## config.mk

```make
export PLATFORM = sky130hd
export DESIGN_NAME = pll_lock_controller_flat
export DESIGN_NICKNAME = d
export VERILOG_FILES = /design/src/rtl/pll_lock_controller_if.sv /design/src/rtl/pll_lock_controller.sv /design/src/flat_wrapper.sv
export SDC_FILE = /design/constraint.sdc
export NUM_CORES = 1
export LEC_CHECK = 0
export ABC_AREA = 1
export CELL_PAD_IN_SITES_DETAIL_PLACEMENT = 2
export CELL_PAD_IN_SITES_GLOBAL_PLACEMENT = 2
export CORE_MARGIN = 5
export CORE_UTILIZATION = 35
export CTS_CLUSTER_SIZE = 25
export DETAILED_ROUTE_END_ITERATION = 8
export PLACE_DENSITY_LB_ADDON = 0.12
export SETUP_SLACK_MARGIN = 0.2
export SKIP_LAST_GASP = 1
export SYNTH_ARGS = -nofsm -noshare
export SYNTH_HDL_FRONTEND = slang
export SYNTH_SLANG_ARGS = --single-unit
```

## constraint.sdc

```tcl
create_clock -name CLK -period 2.8 [get_ports CLK]
set_clock_uncertainty 0.2 [all_clocks]
set_input_delay 0.28 -clock CLK [delete_from_list [all_inputs] [get_ports CLK]]
set_output_delay 0.28 -clock CLK [all_outputs]
set_load 0.05 [all_outputs]
```

## src/rtl/pll_lock_controller_if.sv

```systemverilog
// pll_lock_controller_if
//   Groups the request, lock and status signals between the PLL lock
//   controller and its environment. CLK and RESET stay plain ports on the
//   controller and are not part of this interface.
//
//   START      level request to bring the PLL up and keep it up
//   LOCK       raw PLL lock, asynchronous to CLK
//   PLL_EN     enable to the PLL primitive
//   READY      PLL locked and qualified
//   FAIL       retries exhausted (sticky until START low or RESET)
//   LOCK_LOST  one-cycle pulse on loss of qualified lock
//   RETRY_CNT  retries used in the current bring-up sequence
//   STATE      controller state encoding
//
//   slave  : used by the controller
//   master : used by whatever drives START/LOCK and observes the status
interface pll_lock_controller_if;
  logic       START;
  logic       LOCK;
  logic       PLL_EN;
  logic       READY;
  logic       FAIL;
  logic       LOCK_LOST;
  logic [7:0] RETRY_CNT;
  logic [2:0] STATE;

  modport master (
    output START, LOCK,
    input  PLL_EN, READY, FAIL, LOCK_LOST, RETRY_CNT, STATE
  );

  modport slave (
    input  START, LOCK,
    output PLL_EN, READY, FAIL, LOCK_LOST, RETRY_CNT, STATE
  );
endinterface

```

## src/rtl/pll_lock_controller.sv

```systemverilog
// pll_lock_controller
//   Sequences PLL enable and lock on the free-running reference clock:
//   per-attempt lock timeout, bounded retry with PLL_EN off-time between
//   attempts, lock-stability qualification and loss-of-lock detection.
//
//   Optional feature macro: PLL_LOCK_CTRL_AUTO_RELOCK_EN
//     defined     : loss of qualified lock restarts the retry sequence
//     not defined : loss of qualified lock is terminal (FAILED)
//
//   Ports
//     CLK    free-running reference clock
//     RESET  synchronous, active-high reset
//     bus    pll_lock_controller_if.slave (START, LOCK in; status out)
//
//   state   | meaning
//   --------+-----------------------------------------------------------
//   IDLE    | START low, PLL held off
//   EN_WAIT | PLL_EN high, waiting for synchronized lock, timer running
//   STABLE  | lock seen, counting consecutive lock cycles, timer running
//   LOCKED  | lock qualified, READY high, timer frozen
//   BACKOFF | PLL_EN low for OFF_CYCLES between attempts
//   FAILED  | retries exhausted or lock lost; waits for START low/RESET
module pll_lock_controller #(
  parameter int LOCK_TIMEOUT       = 4096,
  parameter int LOCK_STABLE_CYCLES = 64,
  parameter int MAX_RETRIES        = 3,
  parameter int OFF_CYCLES         = 16
) (
  input  logic                   CLK,
  input  logic                   RESET,
  pll_lock_controller_if.slave   bus
);

  localparam int TMR_W = $clog2(LOCK_TIMEOUT) + 1;
  localparam int STB_W = $clog2(LOCK_STABLE_CYCLES) + 1;
  localparam int OFF_W = $clog2(OFF_CYCLES) + 1;

  localparam logic [TMR_W-1:0] TMR_LAST  = TMR_W'(LOCK_TIMEOUT - 1);
  localparam logic [STB_W-1:0] STB_DONE  = STB_W'(LOCK_STABLE_CYCLES);
  localparam logic [OFF_W-1:0] OFF_LAST  = OFF_W'(OFF_CYCLES - 1);
  localparam logic [7:0]       RETRY_MAX = 8'(MAX_RETRIES);

  typedef enum logic [2:0] {
    S_IDLE    = 3'd0,
    S_EN_WAIT = 3'd1,
    S_STABLE  = 3'd2,
    S_LOCKED  = 3'd3,
    S_BACKOFF = 3'd4,
    S_FAILED  = 3'd5
  } state_t;

  state_t           state;
  logic             lock_meta;
  logic             lock_s;
  logic             pll_en_r;
  logic             ready_r;
  logic             fail_r;
  logic             lock_lost_r;
  logic [7:0]       retry_cnt;
  logic [TMR_W-1:0] timer;
  logic [STB_W-1:0] stable_cnt;
  logic [OFF_W-1:0] off_cnt;

  logic timeout;
  logic retries_spent;

  assign timeout       = (timer == TMR_LAST);
  assign retries_spent = (retry_cnt == RETRY_MAX);

  always_ff @(posedge CLK) begin
    lock_lost_r <= 1'b0;
    if (RESET) begin
      state      <= S_IDLE;
      lock_meta  <= 1'b0;
      lock_s     <= 1'b0;
      pll_en_r   <= 1'b0;
      ready_r    <= 1'b0;
      fail_r     <= 1'b0;
      retry_cnt  <= '0;
      timer      <= '0;
      stable_cnt <= '0;
      off_cnt    <= '0;
    end else begin
      lock_meta <= bus.LOCK;
      lock_s    <= lock_meta;
      if (!bus.START) begin
        // Requested shutdown: not a loss of lock, so no LOCK_LOST pulse.
        state      <= S_IDLE;
        pll_en_r   <= 1'b0;
        ready_r    <= 1'b0;
        fail_r     <= 1'b0;
        retry_cnt  <= '0;
        timer      <= '0;
        stable_cnt <= '0;
        off_cnt    <= '0;
      end else begin
        case (state)
          S_IDLE: begin
            state    <= S_EN_WAIT;
            pll_en_r <= 1'b1;
            timer    <= '0;
          end

          S_EN_WAIT: begin
            timer <= timer + 1'b1;
            if (lock_s) begin
              state      <= S_STABLE;
              stable_cnt <= STB_W'(1);
            end else if (timeout) begin
              pll_en_r <= 1'b0;
              if (retries_spent) begin
                state  <= S_FAILED;
                fail_r <= 1'b1;
              end else begin
                state     <= S_BACKOFF;
                retry_cnt <= retry_cnt + 1'b1;
                off_cnt   <= '0;
              end
            end
          end

          S_STABLE: begin
            timer <= timer + 1'b1;
            // Completion is checked before timeout so a lock that qualifies
            // on the last cycle of the attempt is kept.
            if (lock_s && (stable_cnt == STB_DONE)) begin
              state   <= S_LOCKED;
              ready_r <= 1'b1;
            end else if (timeout) begin
              pll_en_r <= 1'b0;
              if (retries_spent) begin
                state  <= S_FAILED;
                fail_r <= 1'b1;
              end else begin
                state     <= S_BACKOFF;
                retry_cnt <= retry_cnt + 1'b1;
                off_cnt   <= '0;
              end
            end else if (lock_s) begin
              stable_cnt <= stable_cnt + 1'b1;
            end else begin
              state <= S_EN_WAIT;
            end
          end

          S_LOCKED: begin
            if (!lock_s) begin
              lock_lost_r <= 1'b1;
              ready_r     <= 1'b0;
              pll_en_r    <= 1'b0;
`ifdef PLL_LOCK_CTRL_AUTO_RELOCK_EN
              // Fresh retry sequence; the BACKOFF entry itself counts as
              // retry 1, unless no retries are allowed at all.
              if (MAX_RETRIES == 0) begin
                state     <= S_FAILED;
                fail_r    <= 1'b1;
                retry_cnt <= '0;
              end else begin
                state     <= S_BACKOFF;
                retry_cnt <= 8'd1;
                off_cnt   <= '0;
              end
`else
              state     <= S_FAILED;
              fail_r    <= 1'b1;
              retry_cnt <= '0;
`endif
            end
          end

          S_BACKOFF: begin
            if (off_cnt == OFF_LAST) begin
              state    <= S_EN_WAIT;
              pll_en_r <= 1'b1;
              timer    <= '0;
            end else begin
              off_cnt <= off_cnt + 1'b1;
            end
          end

          S_FAILED: begin
            pll_en_r <= 1'b0;
            fail_r   <= 1'b1;
            ready_r  <= 1'b0;
          end

          default: begin
            state    <= S_IDLE;
            pll_en_r <= 1'b0;
            ready_r  <= 1'b0;
            fail_r   <= 1'b0;
          end
        endcase
      end
    end
  end

  assign bus.PLL_EN    = pll_en_r;
  assign bus.READY     = ready_r;
  assign bus.FAIL      = fail_r;
  assign bus.LOCK_LOST = lock_lost_r;
  assign bus.RETRY_CNT = retry_cnt;
  assign bus.STATE     = state;

endmodule

```

## src/flat_wrapper.sv

```systemverilog
// flat-port wrapper written by rule: the top's interface ports become plain ports
module pll_lock_controller_flat 
#(
  parameter int LOCK_TIMEOUT       = 4096,
  parameter int LOCK_STABLE_CYCLES = 64,
  parameter int MAX_RETRIES        = 3,
  parameter int OFF_CYCLES         = 16
)
  (CLK, RESET, bus_START, bus_LOCK, bus_PLL_EN, bus_READY, bus_FAIL, bus_LOCK_LOST, bus_RETRY_CNT, bus_STATE);
  pll_lock_controller_if bus_i ();
  input  logic CLK;
  input  logic RESET;
  input wire logic [$bits(bus_i.START)-1:0] bus_START;
  input wire logic [$bits(bus_i.LOCK)-1:0] bus_LOCK;
  output wire logic [$bits(bus_i.PLL_EN)-1:0] bus_PLL_EN;
  output wire logic [$bits(bus_i.READY)-1:0] bus_READY;
  output wire logic [$bits(bus_i.FAIL)-1:0] bus_FAIL;
  output wire logic [$bits(bus_i.LOCK_LOST)-1:0] bus_LOCK_LOST;
  output wire logic [$bits(bus_i.RETRY_CNT)-1:0] bus_RETRY_CNT;
  output wire logic [$bits(bus_i.STATE)-1:0] bus_STATE;
  assign bus_i.START = bus_START;
  assign bus_i.LOCK = bus_LOCK;
  assign bus_PLL_EN = bus_i.PLL_EN;
  assign bus_READY = bus_i.READY;
  assign bus_FAIL = bus_i.FAIL;
  assign bus_LOCK_LOST = bus_i.LOCK_LOST;
  assign bus_RETRY_CNT = bus_i.RETRY_CNT;
  assign bus_STATE = bus_i.STATE;
  pll_lock_controller #(.LOCK_TIMEOUT(LOCK_TIMEOUT), .LOCK_STABLE_CYCLES(LOCK_STABLE_CYCLES), .MAX_RETRIES(MAX_RETRIES), .OFF_CYCLES(OFF_CYCLES)) u_core (.CLK(CLK), .RESET(RESET), .bus(bus_i));
endmodule
```

# After elaboration in Yosys (flattened, before gate mapping)
# Index checks and enable logic that the tools add are counted.
word_totals:
  regBits: 42
  latchBits: 0
  ram_bits: 0
  romBits: 0
  inputBits: 4
  out_inout_bits: 15
  word_cells: 102
  n_memories: 0
classes:
  n_addsub: 4
  mul: 0
  div: 0
  order_cmp: 0
  eq_ne: 20
  shifts: 0
  muxes: 43
  bitwise: 5
  reduce_logical: 19
ops:
  columns: ["cell", "n"]
  rows:
  - ["8-bit 2-to-1 mux", 5]
  - ["13-bit one-hot mux with 3 select lines", 1]
  - ["7-bit 2-to-1 mux", 4]
  - ["5-bit 2-to-1 mux", 5]
  - ["8-bit one-hot mux with 3 select lines", 1]
  - ["3-bit 2-to-1 mux", 7]
  - ["3-bit one-hot mux with 6 select lines", 1]
  - ["4-bit AND reduction", 4]
  - ["5-bit one-hot mux with 3 select lines", 1]
  - ["7-bit one-hot mux with 2 select lines", 1]
  - ["13-bit by 1-bit adder with 13-bit output, second input constant", 1]
  - ["13-bit by 12-bit equality test with 1-bit output, second input constant", 1]
  - ["1-bit 2-to-1 mux", 13]
  - ["13-bit 2-to-1 mux", 1]
  - ["2-bit inequality test, second input constant", 5]
  - ["1-bit one-hot mux with 5 select lines", 2]
  - ["5-bit AND reduction", 2]
  - ["3-bit nonzero test", 3]
  - ["8-bit by 1-bit adder with 8-bit output, second input constant", 1]
  - ["8-bit by 2-bit equality test with 1-bit output, second input constant", 1]
  - ["2-bit by 1-bit inequality test with 1-bit output, second input constant", 4]
  - ["7-bit by 1-bit adder with 7-bit output, second input constant", 1]
  - ["7-bit equality test, second input constant", 1]
  - ["3-bit by 2-bit equality test with 1-bit output, second input constant", 2]
  - ["other kinds (15)", 23]

# Logic depth before layout (Yosys ltp)
logic_depth:
  word_depth: 5
  depth_mapped: 12

# Least setup slack after synthesis
# OpenSTA, ideal clock, no wires.
synth_path:
  path_type: "register -> register"
  startpoint: "reg u_core.state[1], in the netlist u_core.bus.STATE[1]"
  endpoint: "reg u_core.off_cnt[1]"
  setup_ns: 0.128
  arrival_ns: 1.665
  path_slack_ns: 0.807
  path_stages_with_launch: 11
  path_buffers: 1
  period_less_slack_ns: 1.993
  cell_sequence: "dfxtp_1 nand2_1 nand2_2 nor2_2 buf_4 nand3_2 nand2_4 nand2_4 nand2_1 nand2_1 nor2_1"
synth_via:
  elab_chain_len: 3
  word_cells_on_any_way: 9
  cone_classes: "eq/ne (6); mux (1); reduce/logical (2)"
synth_lines:
  columns: ["element", "line", "text"]
  rows:
  - ["from (decl)", "pll_lock_controller.sv:52", "state_t state;"]
  - ["from (signal assigned)", "pll_lock_controller.sv:73", "state <= S_IDLE;"]
  - ["from (signal assigned)", "pll_lock_controller.sv:88", "state <= S_IDLE;"]
  - ["from (signal assigned)", "pll_lock_controller.sv:99", "state <= S_EN_WAIT;"]
  - ["3-bit equality test, or another cell as far along", "pll_lock_controller.sv:97", "case (state)"]
  - ["2-bit inequality test (no source line) or 3-bit nonzero test (tied branches)", null, null]
  - ["4-bit AND reduction (no source line)", null, null]
  - ["to (signal assigned)", "pll_lock_controller.sv:177", "off_cnt <= off_cnt + 1'b1;"]
  - ["to (decl)", "pll_lock_controller.sv:62", "logic [OFF_W-1:0] off_cnt;"]
# Parallel ways exist; a longest one is shown, timed or not.
# A chain may end at the register's enable or synchronous reset.

# Worst setup path in the final report
layout_path:
  startpoint: "reg u_core.state[2], in the netlist u_core.bus.STATE[2]"
  endpoint: "out bus_STATE[2]"
layout_lines:
  columns: ["element", "line", "text"]
  rows:
  - ["to (decl)", "flat_wrapper.sv:20", "output wire logic [$bits(bus_i.STATE)-1:0] bus_STATE;"]
# No word-level cell between the ends.

==> impl_metrics.py <==
metrics = {
    "clock_network": {
        "ctsHoldBuffers": 0,
        "cts_max_path_buffers": 2,
        "path_clk_slew_ns": 0.09,
        "clock_latency_ns": 0.29,
        "cts_tree": "done",
        "post_cts_buffers": 0,
        "cts_made_buffers": 5,
        "cts_max_level": 2,
        "cts_resized": 0,
        "root_buffer": "clkbuf_8",
        "cts.sinks": 42,
    },
    "pwr": {
        "peakVddDrop_mv": 0.252,
        "p_per_area_nw_per_um2": 391,
        "p_leak_nw": 1.14,
    },
    "synth": {
        "synth_top_family_by_area": "simple AND/OR/NAND/NOR gates",
        "synth_compound_area_share_pct": 10.1,
        "yosysWarnings": 0,
        "ys_seq_elements": 42,
        "yosysSeqAreaShare_pct": 33.6,
        "syn_area_per_cell_um2": 6.65,
        "synthCells": 376,
        "synthTopCellsByArea": "dfxtp_1, nand2_1, nand3_1",
        "synthMuxAreaShare_pct": 0,
        "synth_simple_gate_area_share_pct": 43.5,
        "synth.distinct_cells": 31,
        "synth-xor-area-share_pct": 1.75,
        "yosysTopAreaCellShare_pct": 33.6,
        "yosys.area.top_type": "dfxtp_1",
        "synthAdderAreaFrac_pct": 3.00,
        "netlist_area_um2": 2500,
        "syn_nets": 386,
    },
    "timing": {
        "timing.fmax_mhz": 444,
        "worst_pin_slew_ns": 0.501,
        "period_needed_ns": 2.25,
        "hold_viol": 0,
        "setup_violations": 0,
        "fin_tns_setup_ns": 0,
        "fin_crit_sh_pct": 80.4,
        "rsz0062_at_grt": "false",
        "hold_ws_ns": 0.242,
        "slew_headroom_pct": 66.5,
        "drv_slew": 0,
    },
    "setup_path": {
        "end_kind": "primary output",
        "startpoint_type": "flop",
        "crit_buf_inv": 1,
        "critPathKind": "reg -> out",
        "startpoint": "u_core.bus.STATE[2]",
        "crit_chain": "clkdlybuf4s50_1",
        "critical-path-max-stage-delay_ns": 0.89,
        "required_ns": 2.32,
        "cpLargestDelayFamily": "buffers and inverters",
        "cp.arrival_ns": 1.77,
        "regToRegStartpoint": "u_core.timer[0]",
        "worstPathMaxFanout": 7,
        "cp_slowest_cell": "clkdlybuf4s50_1",
    },
    "drt": {
        "vias": 2491,
        "avgRoutedWirePerCell_um": 15.3,
        "drt-initial-drc-count": 56,
        "routed_via_density": 5.01,
        "drc": 0,
        "routed_wl_mm": 7.61,
        "dr.pass1.iters": 4,
        "ant_nets": 0,
    },
    "floorplan": {
        "dieHeight_um": 94.5,
        "die_area_um2": 8930,
        "io_pins": 19,
        "rows": 30,
        "die_w_um": 94.5,
        "core_um2": 6870,
        "start_util_pct": 36.4,
    },
    "placement": {
        "hpwl_mm": 5.70,
        "portBuffers": 18,
        "place_congestion": 0.774,
    },
    "cells_and_area": {
        "layout.nets": 410,
        "diodes": 0,
        "fill_cells": 854,
        "area_delta_synth_final_pct": 15.8,
        "drive_above_1_share_pct": 13.0,
    },
    "grt": {
        "gr-total-overflow": 0,
        "grt_pass1_vias": 2759,
        "grt_pass1_wl_mm": 13.2,
        "grtUsageTotal_pct": 18.4,
        "antenna_found_initial": 0,
        "grt_max_degree": 18,
    },
    "min_path": {
        "hold_path.class": "reg -> reg",
        "min_from": "u_core.lock_meta",
    },
    "run_status": {
        "status": "finished clean",
    },
    "flow_run": {
        "cap_violations": 0,
    },
}
## area by class of cell
class,instances,area (µm²),share of cell area (%)
Tap cell,96,120,4.15
Sequential cell,42,841,29.1
Clock inverter,1,5.00,0.173
Timing Repair Buffer,21,203,7.00
Inverter,48,180,6.23
Multi-Input combinational cell,282,1460,50.4
Clock buffer,7,86.3,2.98
## layer usage
metal,up-vias,share of wire (%),global-route usage (%)
met5,-,0,0
met4,0,0.64,3.85
met3,5,1.3,2.71
met2,18,51,33.3
met1,1216,47,23.0
li1,1252,-,-
## through the flow
stage | total power [mW] | util (%) | area (µm²) | std cells | setup WS (ns)
floorplan | 0.691 | - | 2500 | 376 | 0.807
global placement | 0.721 | 40.8 | 2800 | 489 | 0.759
detailed placement | 0.725 | 40.8 | 2800 | 489 | 0.756
CTS | 1.15 | 42.1 | 2890 | 497 | 0.526
global route | 1.19 | 42.1 | 2890 | 497 | 0.493
finish | 1.13 | 42.1 | 2890 | 497 | 0.548
## report_power, final
| group | leakage (nW) | internal, mW | switching, mW |
|---|---|---|---|
| logic | 0.748 | 0.0307 | 0.0701 |
| clock network | 0.0482 | 0.200 | 0.219 |
| registers | 0.339 | 0.602 | 0.00840 |
## Yosys cell counts
cell type and n:
a211oi_1 1, a21oi_1 33, a21oi_4 1, a31o_2 2
a31oi_1 1, buf_2 1, buf_4 1, clkbuf_1 2
dfxtp_1 42, ha_1 6, inv_1 39, inv_2 9
nand2_1 93, nand2_2 10, nand2_4 6, nand3_1 39
nand3_2 2, nand3b_1 1, nand4_1 4, nor2_1 48
nor2_2 5, nor2_4 4, nor2_8 1, nor3_1 7
nor3_2 1, nor3_4 1, nor3b_1 3, o21ai_0 3
o21ai_1 5, xnor2_1 1, xor2_1 4
## sequential cells by signal, indices dropped and copies added, names as in the netlist, 3 cells and up
signal / flops
u_core.off_cnt: 5
u_core.bus.STATE: 3
u_core.bus.RETRY_CNT: 8
u_core.stable_cnt: 7
u_core.timer: 13
## placed cells by master (no fill, tap or decap), types with 2 or more instances in the layout
master           synthesis  final
nand2_1                 93     93
nor2_1                  48     48
dfxtp_1                 42     42
inv_1                   39     39
nand3_1                 39     39
a21oi_1                 33     33
clkdlybuf4s50_1          0     18
nand2_2                 10     10
inv_2                    9      9
nor3_1                   7      7
nand2_4                  6      6
ha_1                     6      6
clkbuf_8                 0      6
nor2_2                   5      5
o21ai_1                  5      5
nor2_4                   4      4
nand4_1                  4      4
xor2_1                   4      4
nor3b_1                  3      3
o21ai_0                  3      3
buf_4                    1      3
nand3_2                  2      2
a31o_2                   2      2
## cell families (layout without fill, tap and decap cells)
family	after synthesis	count (layout)
adder cells (fa/ha/maj)	6	6
buffers and inverters	52	77
flip-flops	42	42
XOR/XNOR	5	5
AND/OR/NAND/NOR	225	225
AO/OA/AOI/OAI	46	46
## worst min-delay path, cell delays in order (launching register included)
cell     delay, ns
dfxtp_1       0.31
inv_1         0.06
nor2_1        0.04
## final timing paths
check / endpoint / slack (ns) / depth (start not counted)
min reg2reg: u_core.lock_s / 0.24 / 2
min: u_core.lock_s / 0.24 / 2
max: bus_STATE[2] / 0.55 / 1
max reg2reg: u_core.bus.RETRY_CNT[1] / 0.74 / 11
Note: power is estimated with default switching activity, not from simulation.
